**config.mk**
```make
export PLATFORM = sky130hd
export DESIGN_NAME = gol_sequencer
export DESIGN_NICKNAME = d
export VERILOG_FILES = /design/src/rtl/gol_pkg.sv /design/src/rtl/gol_step_timer.sv /design/src/rtl/gol_sequencer.sv
export SDC_FILE = /design/constraint.sdc
export NUM_CORES = 1
export LEC_CHECK = 0
export BUFFER_PORTS_ARGS = -buffer_cell sky130_fd_sc_hd__buf_4
export CAP_MARGIN = 40
export CORE_MARGIN = 4
export CORE_UTILIZATION = 30
export DETAILED_ROUTE_END_ITERATION = 7
export HOLD_SLACK_MARGIN = 0.03
export MAX_ROUTING_LAYER = met4
export PLACE_DENSITY = 0.58
export SYNTH_ARGS = -nofsm -noshare
export SYNTH_HDL_FRONTEND = slang
export SYNTH_SLANG_ARGS = --single-unit
```
**constraint.sdc**
```tcl
create_clock -name clk -period 2.39 [get_ports clk]
set_input_delay 0.239 -clock clk [delete_from_list [all_inputs] [get_ports clk]]
set_output_delay 0.239 -clock clk [all_outputs]
set_load 0.01 [all_outputs]
```
**src/rtl/gol_pkg.sv**
```systemverilog
// Shared definitions for the Game-of-Life command sequencer: engine op codes,
// keypad codes, FSM states and the engine watchdog limit.
package gol_pkg;

    typedef enum logic [1:0] {
        OP_NOP   = 2'd0,
        OP_LOAD  = 2'd1,
        OP_STEP  = 2'd2,
        OP_CLEAR = 2'd3
    } gol_op_e;

    typedef enum logic {
        ST_IDLE = 1'b0,
        ST_BUSY = 1'b1
    } gol_state_e;

    localparam logic [3:0] KEY_LOAD   = 4'hA;
    localparam logic [3:0] KEY_RUN    = 4'hB;
    localparam logic [3:0] KEY_STEP   = 4'hC;
    localparam logic [3:0] KEY_CLEAR  = 4'hD;
    localparam logic [3:0] KEY_FASTER = 4'hE;
    localparam logic [3:0] KEY_SLOWER = 4'hF;

    localparam int unsigned WD_LIMIT = 256;
    localparam int unsigned WD_W     = 8;

    // Saturating speed adjust: never wraps past 0 or 7.
    function automatic logic [2:0] speed_adj(input logic [2:0] cur, input logic up);
        logic [2:0] res;
        if (up) begin
            res = (cur == 3'd7) ? cur : cur + 3'd1;
        end else begin
            res = (cur == 3'd0) ? cur : cur - 3'd1;
        end
        return res;
    endfunction

    // True on the last BUSY cycle the engine is allowed before timing out.
    function automatic logic wd_expired(input logic [WD_W-1:0] cnt);
        return cnt == WD_W'(WD_LIMIT - 1);
    endfunction

endpackage

```
**src/rtl/gol_step_timer.sv**
```systemverilog
// Auto-step timebase: prescaler producing timer slots, and a slot counter that
// pulses step_due once every (8 - speed) slots while running.
module gol_step_timer
    import gol_pkg::*;
#(
    parameter int unsigned TICK_DIV = 50000
) (
    input  logic       clk,
    input  logic       rst,
    input  logic       running,
    input  logic [2:0] speed,
    input  logic       restart,
    output logic       step_due
);

    localparam int unsigned PW = (TICK_DIV > 1) ? $clog2(TICK_DIV) : 1;

    logic [PW-1:0] presc_q;
    logic [2:0]    slot_q;
    logic          step_due_q;
    logic          slot_s;

    assign slot_s   = (presc_q == PW'(TICK_DIV - 1));
    assign step_due = step_due_q;

    // Prescaler and slot counter; both held at zero while paused.
    always_ff @(posedge clk or posedge rst) begin
        if (rst) begin
            presc_q    <= {PW{1'b0}};
            slot_q     <= 3'd0;
            step_due_q <= 1'b0;
        end else if (restart || !running) begin
            presc_q    <= {PW{1'b0}};
            slot_q     <= 3'd0;
            step_due_q <= 1'b0;
        end else begin
            step_due_q <= 1'b0;
            if (slot_s) begin
                presc_q <= {PW{1'b0}};
                if (slot_q == (3'd7 - speed)) begin
                    slot_q     <= 3'd0;
                    step_due_q <= 1'b1;
                end else begin
                    slot_q <= slot_q + 3'd1;
                end
            end else begin
                presc_q <= presc_q + PW'(1);
            end
        end
    end

endmodule

```
**src/rtl/gol_sequencer.sv**
```systemverilog
// Keypad-driven command sequencer for a Game-of-Life engine.
// Optional engine watchdog: define GOL_WATCHDOG_EN.
module gol_sequencer
    import gol_pkg::*;
#(
    parameter int unsigned TICK_DIV = 50000,
    parameter int unsigned GEN_W    = 16
) (
    input  logic             clk,
    input  logic             rst,
    input  logic             key_stb,
    input  logic [3:0]       key_code,
    output logic             eng_req,
    output logic [1:0]       eng_op,
    output logic [3:0]       eng_arg,
    input  logic             eng_ack,
    output logic             running,
    output logic [2:0]       speed,
    output logic [3:0]       sel_pattern,
    output logic [GEN_W-1:0] gen_count,
    output logic             err
);

    gol_state_e       state_q;
    logic             eng_req_q;
    gol_op_e          eng_op_q;
    logic [3:0]       eng_arg_q;
    logic [GEN_W-1:0] gen_q;

    logic             running_q, running_d;
    logic [2:0]       speed_q, speed_d;
    logic [3:0]       sel_q, sel_d;
    logic             step_pending_q, step_pending_d;

    logic             key_cmd_s;
    gol_op_e          key_op_s;
    logic             restart_s;
    logic             pause_s;
    logic             issue_step_s;
    logic             cmd_go_s;
    gol_op_e          cmd_op_s;
    logic [3:0]       cmd_arg_s;
    logic             step_due_s;

    gol_step_timer #(
        .TICK_DIV (TICK_DIV)
    ) u_timer (
        .clk      (clk),
        .rst      (rst),
        .running  (running_q),
        .speed    (speed_q),
        .restart  (restart_s),
        .step_due (step_due_s)
    );

    // Key decode, local settings and the choice of the next engine command.
    always_comb begin
        key_cmd_s = 1'b0;
        key_op_s  = OP_NOP;
        running_d = running_q;
        speed_d   = speed_q;
        sel_d     = sel_q;
        if (key_stb) begin
            case (key_code)
                KEY_LOAD, KEY_CLEAR: begin
                    if (state_q == ST_IDLE) begin
                        key_cmd_s = 1'b1;
                        key_op_s  = (key_code == KEY_LOAD) ? OP_LOAD : OP_CLEAR;
                        running_d = 1'b0;
                    end else begin
                        key_cmd_s = 1'b0;
                    end
                end
                KEY_STEP: begin
                    if ((state_q == ST_IDLE) && !running_q) begin
                        key_cmd_s = 1'b1;
                        key_op_s  = OP_STEP;
                    end else begin
                        key_cmd_s = 1'b0;
                    end
                end
                KEY_RUN:    running_d = ~running_q;
                KEY_FASTER: speed_d   = speed_adj(speed_q, 1'b1);
                KEY_SLOWER: speed_d   = speed_adj(speed_q, 1'b0);
                default:    sel_d     = key_code;
            endcase
        end else begin
            sel_d = sel_q;
        end

        restart_s    = key_stb && (key_code == KEY_RUN) && !running_q;
        pause_s      = running_q && !running_d;
        issue_step_s = (state_q == ST_IDLE) && !key_cmd_s && step_pending_q && !pause_s;

        // A fresh step_due re-arms the flag even if this cycle issues the old one.
        if (!running_q || pause_s) begin
            step_pending_d = 1'b0;
        end else if (step_due_s) begin
            step_pending_d = 1'b1;
        end else if (issue_step_s) begin
            step_pending_d = 1'b0;
        end else begin
            step_pending_d = step_pending_q;
        end

        cmd_go_s  = key_cmd_s || issue_step_s;
        cmd_op_s  = key_cmd_s ? key_op_s : OP_STEP;
        cmd_arg_s = (key_cmd_s && (key_op_s == OP_LOAD)) ? sel_q : 4'd0;
    end

    // Local settings registers.
    always_ff @(posedge clk or posedge rst) begin
        if (rst) begin
            running_q      <= 1'b0;
            speed_q        <= 3'd3;
            sel_q          <= 4'd0;
            step_pending_q <= 1'b0;
        end else begin
            running_q      <= running_d;
            speed_q        <= speed_d;
            sel_q          <= sel_d;
            step_pending_q <= step_pending_d;
        end
    end

`ifdef GOL_WATCHDOG_EN
    logic [WD_W-1:0] wd_q;
    logic            err_q;
    assign err = err_q;
`else
    assign err = 1'b0;
`endif

    // Engine handshake FSM with registered command outputs and generation count.
    always_ff @(posedge clk or posedge rst) begin
        if (rst) begin
            state_q   <= ST_IDLE;
            eng_req_q <= 1'b0;
            eng_op_q  <= OP_NOP;
            eng_arg_q <= 4'd0;
            gen_q     <= {GEN_W{1'b0}};
`ifdef GOL_WATCHDOG_EN
            wd_q      <= {WD_W{1'b0}};
            err_q     <= 1'b0;
`endif
        end else begin
            case (state_q)
                ST_IDLE: begin
                    if (cmd_go_s) begin
                        state_q   <= ST_BUSY;
                        eng_req_q <= 1'b1;
                        eng_op_q  <= cmd_op_s;
                        eng_arg_q <= cmd_arg_s;
`ifdef GOL_WATCHDOG_EN
                        wd_q      <= {WD_W{1'b0}};
`endif
                    end else begin
                        state_q <= ST_IDLE;
                    end
                end
                ST_BUSY: begin
                    if (eng_ack) begin
                        state_q   <= ST_IDLE;
                        eng_req_q <= 1'b0;
                        eng_op_q  <= OP_NOP;
                        eng_arg_q <= 4'd0;
                        if (eng_op_q == OP_STEP) begin
                            gen_q <= (gen_q == {GEN_W{1'b1}}) ? gen_q : gen_q + GEN_W'(1);
                        end else begin
                            gen_q <= {GEN_W{1'b0}};
                        end
`ifdef GOL_WATCHDOG_EN
                    end else if (wd_expired(wd_q)) begin
                        state_q   <= ST_IDLE;
                        eng_req_q <= 1'b0;
                        eng_op_q  <= OP_NOP;
                        eng_arg_q <= 4'd0;
                        err_q     <= 1'b1;
                    end else begin
                        wd_q <= wd_q + WD_W'(1);
                    end
`else
                    end else begin
                        state_q <= ST_BUSY;
                    end
`endif
                end
                default: begin
                    state_q   <= ST_IDLE;
                    eng_req_q <= 1'b0;
                    eng_op_q  <= OP_NOP;
                    eng_arg_q <= 4'd0;
                end
            endcase
        end
    end

    assign eng_req     = eng_req_q;
    assign eng_op      = eng_op_q;
    assign eng_arg     = eng_arg_q;
    assign running     = running_q;
    assign speed       = speed_q;
    assign sel_pattern = sel_q;
    assign gen_count   = gen_q;

endmodule
```
# --- Word-level counts from Yosys, hierarchy flattened ---
# Cells that the tools add are included.
word_totals:
  register_bits: 53
  output_inout_bits: 32
  elab_cells: 105
  input_bits: 8
op_classes:
  n_reduce_logical: 25
  bitwise: 3
  addsub: 6
  eq_ne: 17
  n_mux: 42
op_table:
  columns: ["op", "count"]
  rows:
  - ["$mux 16", 4]
  - ["$add 16x1->16 const B", 2]
  - ["$eq 16x16->1 const B", 2]
  - ["$eq 4x4->1 const B", 6]
  - ["$mux 1", 15]
  - ["$mux 3", 5]
  - ["$mux 2", 7]
  - ["$mux 4", 3]
  - ["$ne 2x2->1 const B", 5]
  - ["$logic_and 1x1->1", 8]
  - ["$pmux 1 s2", 4]
  - ["$pmux 2 s2", 2]
  - ["$pmux 4 s2", 1]
  - ["$add 3x1->3 const B", 2]
  - ["$pmux 3 s2", 1]
  - ["$reduce_or 6->1", 1]
  - ["$logic_not 1->1", 4]
  - ["$reduce_and 2->1", 2]
  - ["$reduce_and 4->1", 1]
  - ["$reduce_bool 2->1", 2]
  - ["$eq 3x3->1", 1]
  - ["$eq 3x3->1 const B", 1]
  - ["$logic_not 3->1", 1]
  - ["$logic_or 1x1->1", 3]
  - ["other kinds (8)", 10]

# --- Logic depth before layout (Yosys ltp) ---
# Gate-level depths: netlist of the first run.
logic_depth:
  ltp_word: 12
  mapped_depth: 7
  ltp_nobuf: 5

# --- By module ---
# From an unflattened synthesis of the first run, not the netlist that was laid out.
unflattened:
  cells_unflattened: 299
  hier_area_um2: 2974.1
modules_own_cells:
  columns: ["module", "area_per_inst_um2", "n_inst", "cells_per_inst", "seq_area_each_um2"]
  rows:
  - ["gol_sequencer", 1850.5, 1, 197, 828.3]
  - ["gol_step_timer", 1123.6, 1, 102, 500.5]

# --- Worst setup path before layout of the first run ---
# Ideal clock, no wire load.
synth_path:
  path_type: "register to register"
  startpoint: "register speed_q[0], in the netlist speed[0]"
  endpoint: "register speed_q[2], in the netlist speed[2]"
  path_stages_with_launch: 6
  setup_slack_ps: 629
  arrival_ps: 1637
  setup_ps: 125
  synth_period_minus_slack_ps: 1761
  required_time_ps: 2265
  path_buffers: 0
  cell_sequence: "dfstp_2 > inv_1 > fa_1 > xnor2_1 > nor2_1 > mux2_2"
synth_via:
  elab_chain_cells: 3
  word_cells_on_any_way: 10
  classes_between: "2 x add/sub; 3 x eq/ne; 3 x mux; 2 x reduce/logical"
synth_lines:
  columns: ["item", "line", "text"]
  rows:
  - ["start, declared", "gol_sequencer.sv:31", "logic [2:0] speed_q, speed_d;"]
  - ["start signal, assigned", "gol_sequencer.sv:120", "speed_q <= speed_d;"]
  - ["$sub 3x1->3, or another cell as far along", "gol_pkg.sv:33", "res = (cur == 3'd0) ? cur : cur - 3'd1;"]
  - ["$mux 3, or another cell as far along", "gol_pkg.sv:33", null]
  - ["$pmux 3 s2 / $reduce_and 4->1 (equally long branches)", null, null]
# Several ways; a longest one is shown, not always the timed one. The select of a mux whose other input is x is not followed.
# A chain may end at the register's enable or synchronous reset.

# --- Worst setup path in the final report of the first run ---
layout_path:
  startpoint: "register u_timer.presc_q[0]"
  endpoint: "register u_timer.slot_q[0]"
layout_via:
  elab_chain_cells: 2
layout_lines:
  columns: ["item", "line", "text"]
  rows:
  - ["start, declared", "gol_step_timer.sv:18", "logic [PW-1:0] presc_q;"]
  - ["start signal, assigned", "gol_step_timer.sv:29", "presc_q <= {PW{1'b0}};"]
  - ["start signal, assigned", "gol_step_timer.sv:33", "presc_q <= {PW{1'b0}};"]
  - ["start signal, assigned", "gol_step_timer.sv:39", "presc_q <= {PW{1'b0}};"]
  - ["$eq 16x16->1", "gol_step_timer.sv:23", "assign slot_s = (presc_q == PW'(TICK_DIV - 1));"]
  - ["$reduce_bool 2->1 (no source line)", null, null]
  - ["end signal, assigned", "gol_step_timer.sv:44", "slot_q <= slot_q + 3'd1;"]
  - ["end, declared", "gol_step_timer.sv:19", "logic [2:0] slot_q;"]
# No other way between the ends.

==> results of run 1 <==
sequential cells by signal, indices dropped and copies added, names as in the netlist:
register,count
u_timer.presc_q,16
running,1
state_q,1
speed,3
eng_arg,4
u_timer.step_due,1
step_pending_q,1
sel_pattern,4
eng_op,2
gen_count,16
u_timer.slot_q,3
eng_req,1
per-layer routing:
metal	GRT usage [%]	vias up	part of all wire [%]
li1	-	1139	-
met1	14.9	1129	46
met2	19.1	37	49
met3	2.69	6	4.1
met4	2.78	0	0.82
met5	-	-	0
cell usage in the layout (no fill, tap or decap), types with 4 or more instances in the layout:
cell / synthesis / final
dfrtp_1: 51 / 51
buf_4: 1 / 41
nand2_1: 31 / 31
nor2_1: 25 / 25
a21oi_1: 17 / 17
nand3_1: 14 / 14
xor2_1: 13 / 13
nand4_1: 11 / 11
mux2i_1: 9 / 9
inv_1: 9 / 8
nand2b_1: 7 / 7
nor3_1: 6 / 6
o21ai_0: 6 / 6
clkbuf_8: 0 / 5
nor4_1: 4 / 4
or3_1: 4 / 4
and3_1: 4 / 4
a32o_1: 4 / 4
final timing paths:
path                                     from            endpoint  slack, ns  depth (start not counted)
setup / recovery           u_timer.presc_q[0]   u_timer.slot_q[0]       0.45                          5
hold / removal                        key_stb      sel_pattern[1]       0.16                          2
setup reg to reg           u_timer.presc_q[0]   u_timer.slot_q[0]       0.45                          5
hold reg to reg            u_timer.presc_q[0]  u_timer.presc_q[0]       0.49                          1
max in group asynchronous                 rst  u_timer.presc_q[6]       1.13                          4
min in group asynchronous                 rst  u_timer.presc_q[8]       0.47                          3
timing repair:
item                                    4_1_cts  5_1_grt
hold buffers                                  1        0
hold endpoints to repair                     15        0
endpoints found under the setup margin        0        0
cell type report:
class / count / area (µm²) / area share (%)
clock buffers: 5 / 68.8 / 2.00
inverters: 9 / 33.8 / 0.984
repair buffers: 42 / 318 / 9.25
clock inverters: 3 / 65.1 / 1.89
well taps: 129 / 161 / 4.70
flip-flops and latches: 53 / 1330 / 38.7
multi-input cells: 218 / 1460 / 42.5
cell usage after synthesis, types with 2 or more instances:
library cell / count / area, µm²
a31o_2: 3 / 26.3
buf_2: 6 / 30.0
nand3_1: 14 / 70.1
nand4_2: 2 / 25.0
nand4_1: 11 / 68.8
xnor2_1: 3 / 26.3
nor3_1: 6 / 30.0
and3_1: 4 / 25.0
dfstp_2: 2 / 52.6
a32o_1: 4 / 40.0
dfrtp_1: 51 / 1280
nand2_1: 31 / 116
nor4_1: 4 / 25.0
o311ai_0: 2 / 17.5
xor2_1: 13 / 114
nor2_1: 25 / 93.8
a211oi_1: 3 / 22.5
nand2b_1: 7 / 43.8
nor4b_1: 3 / 26.3
clkbuf_1: 2 / 7.51
and4_1: 3 / 26.3
inv_1: 9 / 33.8
mux2i_1: 9 / 90.1
nor2b_1: 3 / 18.8
o21ai_0: 6 / 30.0
o31ai_1: 3 / 22.5
a31oi_1: 2 / 12.5
ha_1: 3 / 37.5
or3_1: 4 / 25.0
or3b_2: 2 / 17.5
a21oi_1: 17 / 85.1
mux2_2: 3 / 33.8
kinds of logic (layout without fill, tap and decap cells):
family          after synthesis  count (layout)
flops                        53              53
other cells                   1               1
buf+inv                      18              59
simple gates                136             136
mux                          12              12
xor+xnor                     16              16
fa+ha+maj                     4               4
compound gates               49              49
worst register-to-register path: stages (launching register included):
cell and delay, ns:
dfrtp_1 0.39, ha_1 0.19, and3_1 0.29, nand4_1 0.32
or3b_2 0.54, a21oi_1 0.14
power breakdown:
part / switching (µW) / internal, µW
Combinational: 378 / 309
Clock: 306 / 416
Sequential: 159 / 1030
stage by stage:
| step | setup slack (ns) | power, µW | area [µm²] | util, % | cells |
|---|---|---|---|---|---|
| after global routing | 0.298 | 2760 | 3430 | 37.0 | 459 |
| after CTS | 0.446 | 2620 | 3430 | 37.0 | 459 |
| after global placement | 0.507 | 1890 | 3290 | 35.4 | 450 |
| final | 0.452 | 2600 | 3430 | 37.0 | 459 |
| after detailed placement | 0.454 | 1900 | 3290 | 35.4 | 450 |
| after floorplan | 0.629 | 1590 | 2870 | - | 289 |
==> results.json, run 1 <==
{
  "status": "finished clean",
  "port_buffers": 38,
  "cts_tree": "yes",
  "synth_area_um2": 2870,
  "cpLargestDelayFamily": "simple AND/OR/NAND/NOR gates",
  "synth_top_family_by_area": "simple AND/OR/NAND/NOR gates",
  "ir_drop_mv": 0.293,
  "holdWs_ns": 0.162,
  "clock_sinks": 53,
  "finalCriticalPeriod_ns": 1.94,
  "syn_to_final_growth_pct": 19.8,
  "clock_latency_ns": 0.31,
  "die_w_um": 106,
  "max-slew-margin-rel_pct": 59.2,
  "cts-root-buf": "clkbuf_8",
  "grt_max_degree": 37,
  "hold_viol": 0,
  "synth-compound-area-share_pct": 12.6,
  "hp-class": "input pin to flip-flop",
  "rsz0062_at_grt": "false",
  "power.density_nw_per_um2": 756,
  "synth_seq_area_share_pct": 46.4,
  "wirelength_um": 6260,
  "critPathMaxStageDelay_ns": 0.54,
  "leakage_uw": 0.00149,
  "num_antenna_cells": 0,
  "max_freq_mhz": 516,
  "synth_ff_type": "dfrtp_1",
  "fp-row-count": 35,
  "drt_first_pass_iters": 4,
  "clk_pin_slew_ns": 0.11,
  "cts_setup_buffers": 0,
  "die_area_um2": 11200,
  "synth_edf_count": 0,
  "nets": 341,
  "yosys_warnings": 0,
  "worstSetupPathType": "flip-flop to flip-flop",
  "via_per_inst": 5.03,
  "syn_nets": 301,
  "drtIter0Drc": 65,
  "num_io_pins": 40,
  "clockBufferDepth": 2,
  "start_kind": "flip-flop",
  "maxSlewViolCount": 0,
  "setup_viol": 0,
  "path_max_fanout": 9,
  "yosysUniqueCellTypes": 61,
  "syn_avg_cell_area_um2": 9.92,
  "tightest_slew_ns": 0.605,
  "coreArea_um2": 9280,
  "grt_pass1_vias": 2282,
  "cap_violations": 0,
  "crit_required_ns": 2.62,
  "postSynthCellCount": 289,
  "place.gp.congestion": 0.830,
  "fin_crit_sh_pct": 81.1,
  "hpwlAfterDp_um": 4540,
  "ant_nets": 0,
  "synthSimpleGateAreaFrac_pct": 26.9,
  "synth.area.mux_share_pct": 4.32,
  "finClkSkew_ns": 0.0132,
  "ctsResizeCount": 0,
  "synthAdderAreaFrac_pct": 2.01,
  "path_cells": "ha_1 -> and3_1 -> nand4_1 -> or3b_2 -> a21oi_1",
  "antenna_found_initial": 0,
  "grt_pass1_wl_um": 10700,
  "worst_setup_path_end_kind": "flip-flop",
  "drive_gt1_share_pct": 21.5,
  "crit_arrival_ns": 2.17,
  "async_flop_share_pct": 100,
  "synth_xor_xnor_area_share_pct": 4.89,
  "grtUsageTotal_pct": 11.7,
  "fp.dieH_um": 106,
  "start_util_pct": 30.9,
  "nFillCells": 956,
  "drc": 0,
  "worst-path-buf-inv": 0,
  "wl_per_cell_um": 13.6,
  "num_vias": 2311,
  "setup-tns-final_ns": 0,
  "htree_levels": 2,
  "grt.overflow.total": 0,
  "cts_buffers": 5,
  "ys_seq_elements": 53,
  "critPathSlowestCell": "or3b_2"
}
Note: power is estimated with default switching activity, not from simulation.
==> run 2, diff against run 1 <==
- PLACE_DENSITY: 0.58 -> 0.6
- clock period: 2.39 -> 1.7 ns (I/O delays scaled with it)
==> results.json, run 2 (synthesized netlist as in run 1, its figures left out) <==
{
  "clock_sinks": 53,
  "port_buffers": 38,
  "power.internal_uw": 2410,
  "clk_pin_slew_ns": 0.11,
  "fin_util_pct": 41.6,
  "setup_viol": 0,
  "regArea_um2": 1330,
  "nets": 393,
  "final_cell_mix": "93 x buf_4, 50 x dfrtp_1, 31 x nand2_1, 25 x nor2_1, 16 x a21oi_1",
  "die_area_um2": 11200,
  "critPathSlowestCell": "dfrtp_1",
  "grt_pass1_vias": 2494,
  "fin_crit_sh_pct": 98.2,
  "num_io_pins": 40,
  "start_kind": "flip-flop",
  "cts-root-buf": "clkbuf_8",
  "nFillCells": 922,
  "hp-class": "input pin to flip-flop",
  "hpwlAfterDp_um": 5250,
  "grt_max_degree": 22,
  "ant_nets": 0,
  "place.gp.congestion": 0.825,
  "coreArea_um2": 9280,
  "syn_to_final_growth_pct": 34.9,
  "status": "finished clean",
  "holdWs_ns": 0.0879,
  "drt_first_pass_iters": 4,
  "path_max_fanout": 5,
  "fp.dieH_um": 106,
  "worst_setup_path_end_kind": "flip-flop",
  "p_clk_share_pct": 21.6,
  "cts_tree": "yes",
  "design_area_um2": 3870,
  "max_freq_mhz": 599,
  "num_vias": 2584,
  "p_sw_uw": 1290,
  "placed_cell_area_um2": 3630,
  "finClkSkew_ns": 0.00763,
  "cts_buffers": 5,
  "total_power_uw": 3710,
  "start_util_pct": 30.9,
  "power_frac_seq_pct": 43.3,
  "path_cells": "nand3_1 -> or3_1 -> a2111oi_4 -> mux2i_1",
  "setup-tns-final_ns": 0,
  "cap_violations": 0,
  "switching_share_pct": 34.9,
  "wirelength_um": 7140,
  "grt_pass1_wl_um": 11900,
  "finalCriticalPeriod_ns": 1.67,
  "worstSetupPathType": "flip-flop to flip-flop",
  "drc": 0,
  "multiInputGateArea_um2": 1530,
  "num_antenna_cells": 0,
  "ir_drop_mv": 0.565,
  "die_w_um": 106,
  "drive_gt1_share_pct": 35.6,
  "clock_latency_ns": 0.31,
  "power.density_nw_per_um2": 959,
  "leakage_uw": 0.00174,
  "wl_per_cell_um": 14.0,
  "layout_commonest_cell": "buf_4",
  "maxSlewViolCount": 0,
  "fp-row-count": 35,
  "crit_required_ns": 1.94,
  "clockBufferDepth": 2,
  "pwr-share-comb_pct": 35.1,
  "grt.overflow.total": 0,
  "grtUsageTotal_pct": 13.1,
  "crit_arrival_ns": 1.91,
  "drtIter0Drc": 116,
  "hold_viol": 0,
  "htree_levels": 2,
  "critPathMaxStageDelay_ns": 0.45,
  "rsz0062_at_grt": "true",
  "via_per_inst": 5.06,
  "antenna_found_initial": 0
}
-- run 2: worst max-delay path: cells and delay by family (launching register included) --
family	cells	cell delay [ns]
flip-flops	1	0.45
multiplexers	1	0.22
AO/OA/AOI/OAI	1	0.37
AND/OR/NAND/NOR	2	0.57
-- run 2: per-stage QoR --
step,std cells,setup slack [ns]
2_1_floorplan,289,-0.0137
5_1_grt,511,-0.0119
3_3_place_gp,494,0.0350
4_1_cts,503,-0.0261
3_5_place_dp,494,0.00868
6_report,511,0.0302
-- run 2: timing repair --
item	4_1_cts	5_1_grt
resized for setup	1	15
endpoints found under the setup margin	2	18
pin swaps	0	4
buffers inserted	0	8
hold buffers	1	0
hold endpoints to repair	16	0
-- run 2: power groups by stage --
stage | logic, µW | clock network, µW | registers (µW)
2_1_floorplan | 529 | 0 | 1720
3_3_place_gp | 1220 | 0 | 1610
3_5_place_dp | 1240 | 0 | 1620
4_1_cts | 1250 | 826 | 1600
5_1_grt | 1430 | 866 | 1630
6_report | 1300 | 800 | 1600
-- run 2: cell type report --
cell class | count | share of cell area, %
multi-input cells | 218 | 39.6
flip-flops and latches | 53 | 34.4
repair buffers | 94 | 18.3
well taps | 129 | 4.17
clock buffers | 6 | 2.14
inverters | 9 | 0.874
clock inverters | 2 | 0.453
-- run 2: metal layers --
metal	GRT usage, %	wire [µm]	vias to the layer above
met5	-	0	-
met4	1.85	64	0
met3	2.39	290	11
met2	21.4	3370	60
met1	17.4	3410	1265
li1	-	-	1248
-- run 2: path summary, 6_finish.rpt --
kind / cells past startpoint / slack (ns) / to / from
min in group asynchronous: 3 / 0.43 / eng_op[0] / rst
min reg2reg: 2 / 0.50 / eng_req / eng_req
max: 4 / 0.03 / gen_count[15] / gen_count[9]
max in group asynchronous: 4 / 0.68 / gen_count[11] / rst
min: 2 / 0.09 / sel_pattern[1] / key_stb
max reg2reg: 4 / 0.03 / gen_count[15] / gen_count[9]
==> run 3, diff against run 2 <==
- CORE_MARGIN: 4 -> 2
==> results.json, run 3 (synthesized netlist as in run 1, its figures left out) <==
{
  "cts-root-buf": "clkbuf_8",
  "fp.dieH_um": 102,
  "start_util_pct": 31.0,
  "cts_buffers": 5,
  "wl_per_cell_um": 13.5,
  "grt_pass1_vias": 2476,
  "maxSlewViolCount": 0,
  "start_kind": "flip-flop",
  "cts_tree": "yes",
  "num_antenna_cells": 0,
  "finClkSkew_ns": 0.00912,
  "fin_crit_sh_pct": 97.1,
  "instances_no_fill": 509,
  "reg2reg_from": "u_timer.presc_q[5]",
  "max_freq_mhz": 606,
  "power.density_nw_per_um2": 970,
  "place.gp.congestion": 0.810,
  "max-slew-margin-rel_pct": 64.7,
  "grt_max_degree": 28,
  "drive_gt1_share_pct": 35.8,
  "grtUsageTotal_pct": 14.4,
  "ant_nets": 0,
  "hpwlAfterDp_um": 5040,
  "setup-tns-final_ns": 0,
  "crit_required_ns": 1.93,
  "rsz0062_at_grt": "true",
  "crit_arrival_ns": 1.88,
  "status": "finished clean",
  "grt.overflow.total": 0,
  "hp-class": "input pin to flip-flop",
  "clockBufferDepth": 2,
  "holdWs_ns": 0.0984,
  "worstSetupPathType": "flip-flop to flip-flop",
  "die_w_um": 102,
  "drt_first_pass_iters": 4,
  "htree_levels": 2,
  "leakage_uw": 0.00175,
  "drtIter0Drc": 91,
  "wirelength_um": 6870,
  "num_io_pins": 40,
  "finalCriticalPeriod_ns": 1.65,
  "dpl.cell_count": 495,
  "ir_drop_mv": 0.541,
  "coreArea_um2": 9240,
  "port_buffers": 38,
  "num_vias": 2522,
  "setup_viol": 0,
  "antenna_found_initial": 0,
  "die_area_um2": 10400,
  "via_per_inst": 4.95,
  "nets": 391,
  "final_cell_mix": "90 x buf_4, 48 x dfrtp_1, 30 x nand2_1, 25 x nor2_1, 16 x a21oi_1",
  "hold_start": "key_stb",
  "fp-row-count": 35,
  "clock_latency_ns": 0.31,
  "tightest_slew_ns": 0.525,
  "clk_pin_slew_ns": 0.10,
  "cap_violations": 0,
  "drc": 0,
  "worst_setup_path_end_kind": "flip-flop",
  "crit_start": "u_timer.presc_q[5]",
  "grt_pass1_wl_um": 11600,
  "layout_commonest_cell": "buf_4",
  "hold_viol": 0,
  "syn_to_final_growth_pct": 35.7,
  "clock_sinks": 53,
  "nFillCells": 927,
  "path_max_fanout": 4
}
-- run 3: changes by cell type in the layout (fill, tap and decap cells not counted), sizes merged --
cell	before	now
buf	93	91
bufinv	0	1
clkinv	1	0
clkinvlp	0	1
inv	10	9
-- run 3: metal layers --
metal | share of wire [%] | track usage (%)
met1 | 48 | 19.3
met2 | 48 | 22.5
met3 | 3.4 | 2.83
met4 | 0.64 | 3.53
met5 | 0 | -
-- run 3: final cells by class --
| cell class | count | area (µm²) | share of cell area (%) |
|---|---|---|---|
| clock inverter | 2 | 37.5 | 0.965 |
| sequential | 53 | 1330 | 34.2 |
| multi-input combinational | 218 | 1540 | 39.5 |
| tap | 129 | 161 | 4.15 |
| clock buffer | 6 | 82.6 | 2.12 |
| timing repair buffer | 92 | 706 | 18.1 |
| inverter | 9 | 33.8 | 0.868 |
-- run 3: repair_timing --
action,4_1_cts,5_1_grt
hold buffers,1,0
buffers inserted,2,3
pin swaps,1,4
cloned,0,0
hold endpoints to repair,11,0
gates resized for setup,2,14
setup endpoints to repair,1,32
-- run 3: critical path, stage by stage (launching register included) --
cell and delay (ns):
dfrtp_1 0.40, nor4bb_2 0.34, nand4_1 0.21, or3b_2 0.48, a21oi_1 0.14
-- run 3: worst paths after layout --
kind / slack (ns) / cells past startpoint / end
max in group asynchronous: 0.79 / 4 / gen_count[6]
worst min register to register: 0.49 / 2 / eng_req
worst max-delay path: 0.05 / 4 / u_timer.slot_q[0]
worst max register to register: 0.05 / 4 / u_timer.slot_q[0]
worst min-delay path: 0.1 / 2 / sel_pattern[1]
min in group asynchronous: 0.39 / 3 / u_timer.slot_q[1]
-- run 3: metrics by stage --
| stage | worst slack [ns] | power (µW) | util (%) | cell area [µm²] |
|---|---|---|---|---|
| floorplan | -0.0137 | 2250 | - | 2870 |
| detailed placement | -0.0375 | 2880 | 39.5 | 3650 |
| global route | -0.0497 | 4050 | 42.1 | 3890 |
| CTS | 0.0107 | 3810 | 41.2 | 3810 |
| finish | 0.0497 | 3780 | 42.1 | 3890 |
| global placement | 0.0530 | 2850 | 39.5 | 3650 |
-- run 3: power breakdown --
group          total (µW)  leakage (µW)  switching (µW)  internal, µW
Clock                 903     0.0000574             424           479
Combinational        1270      0.000984             667           607
Sequential           1600      0.000709             154          1440
Total                3780       0.00175            1250          2530
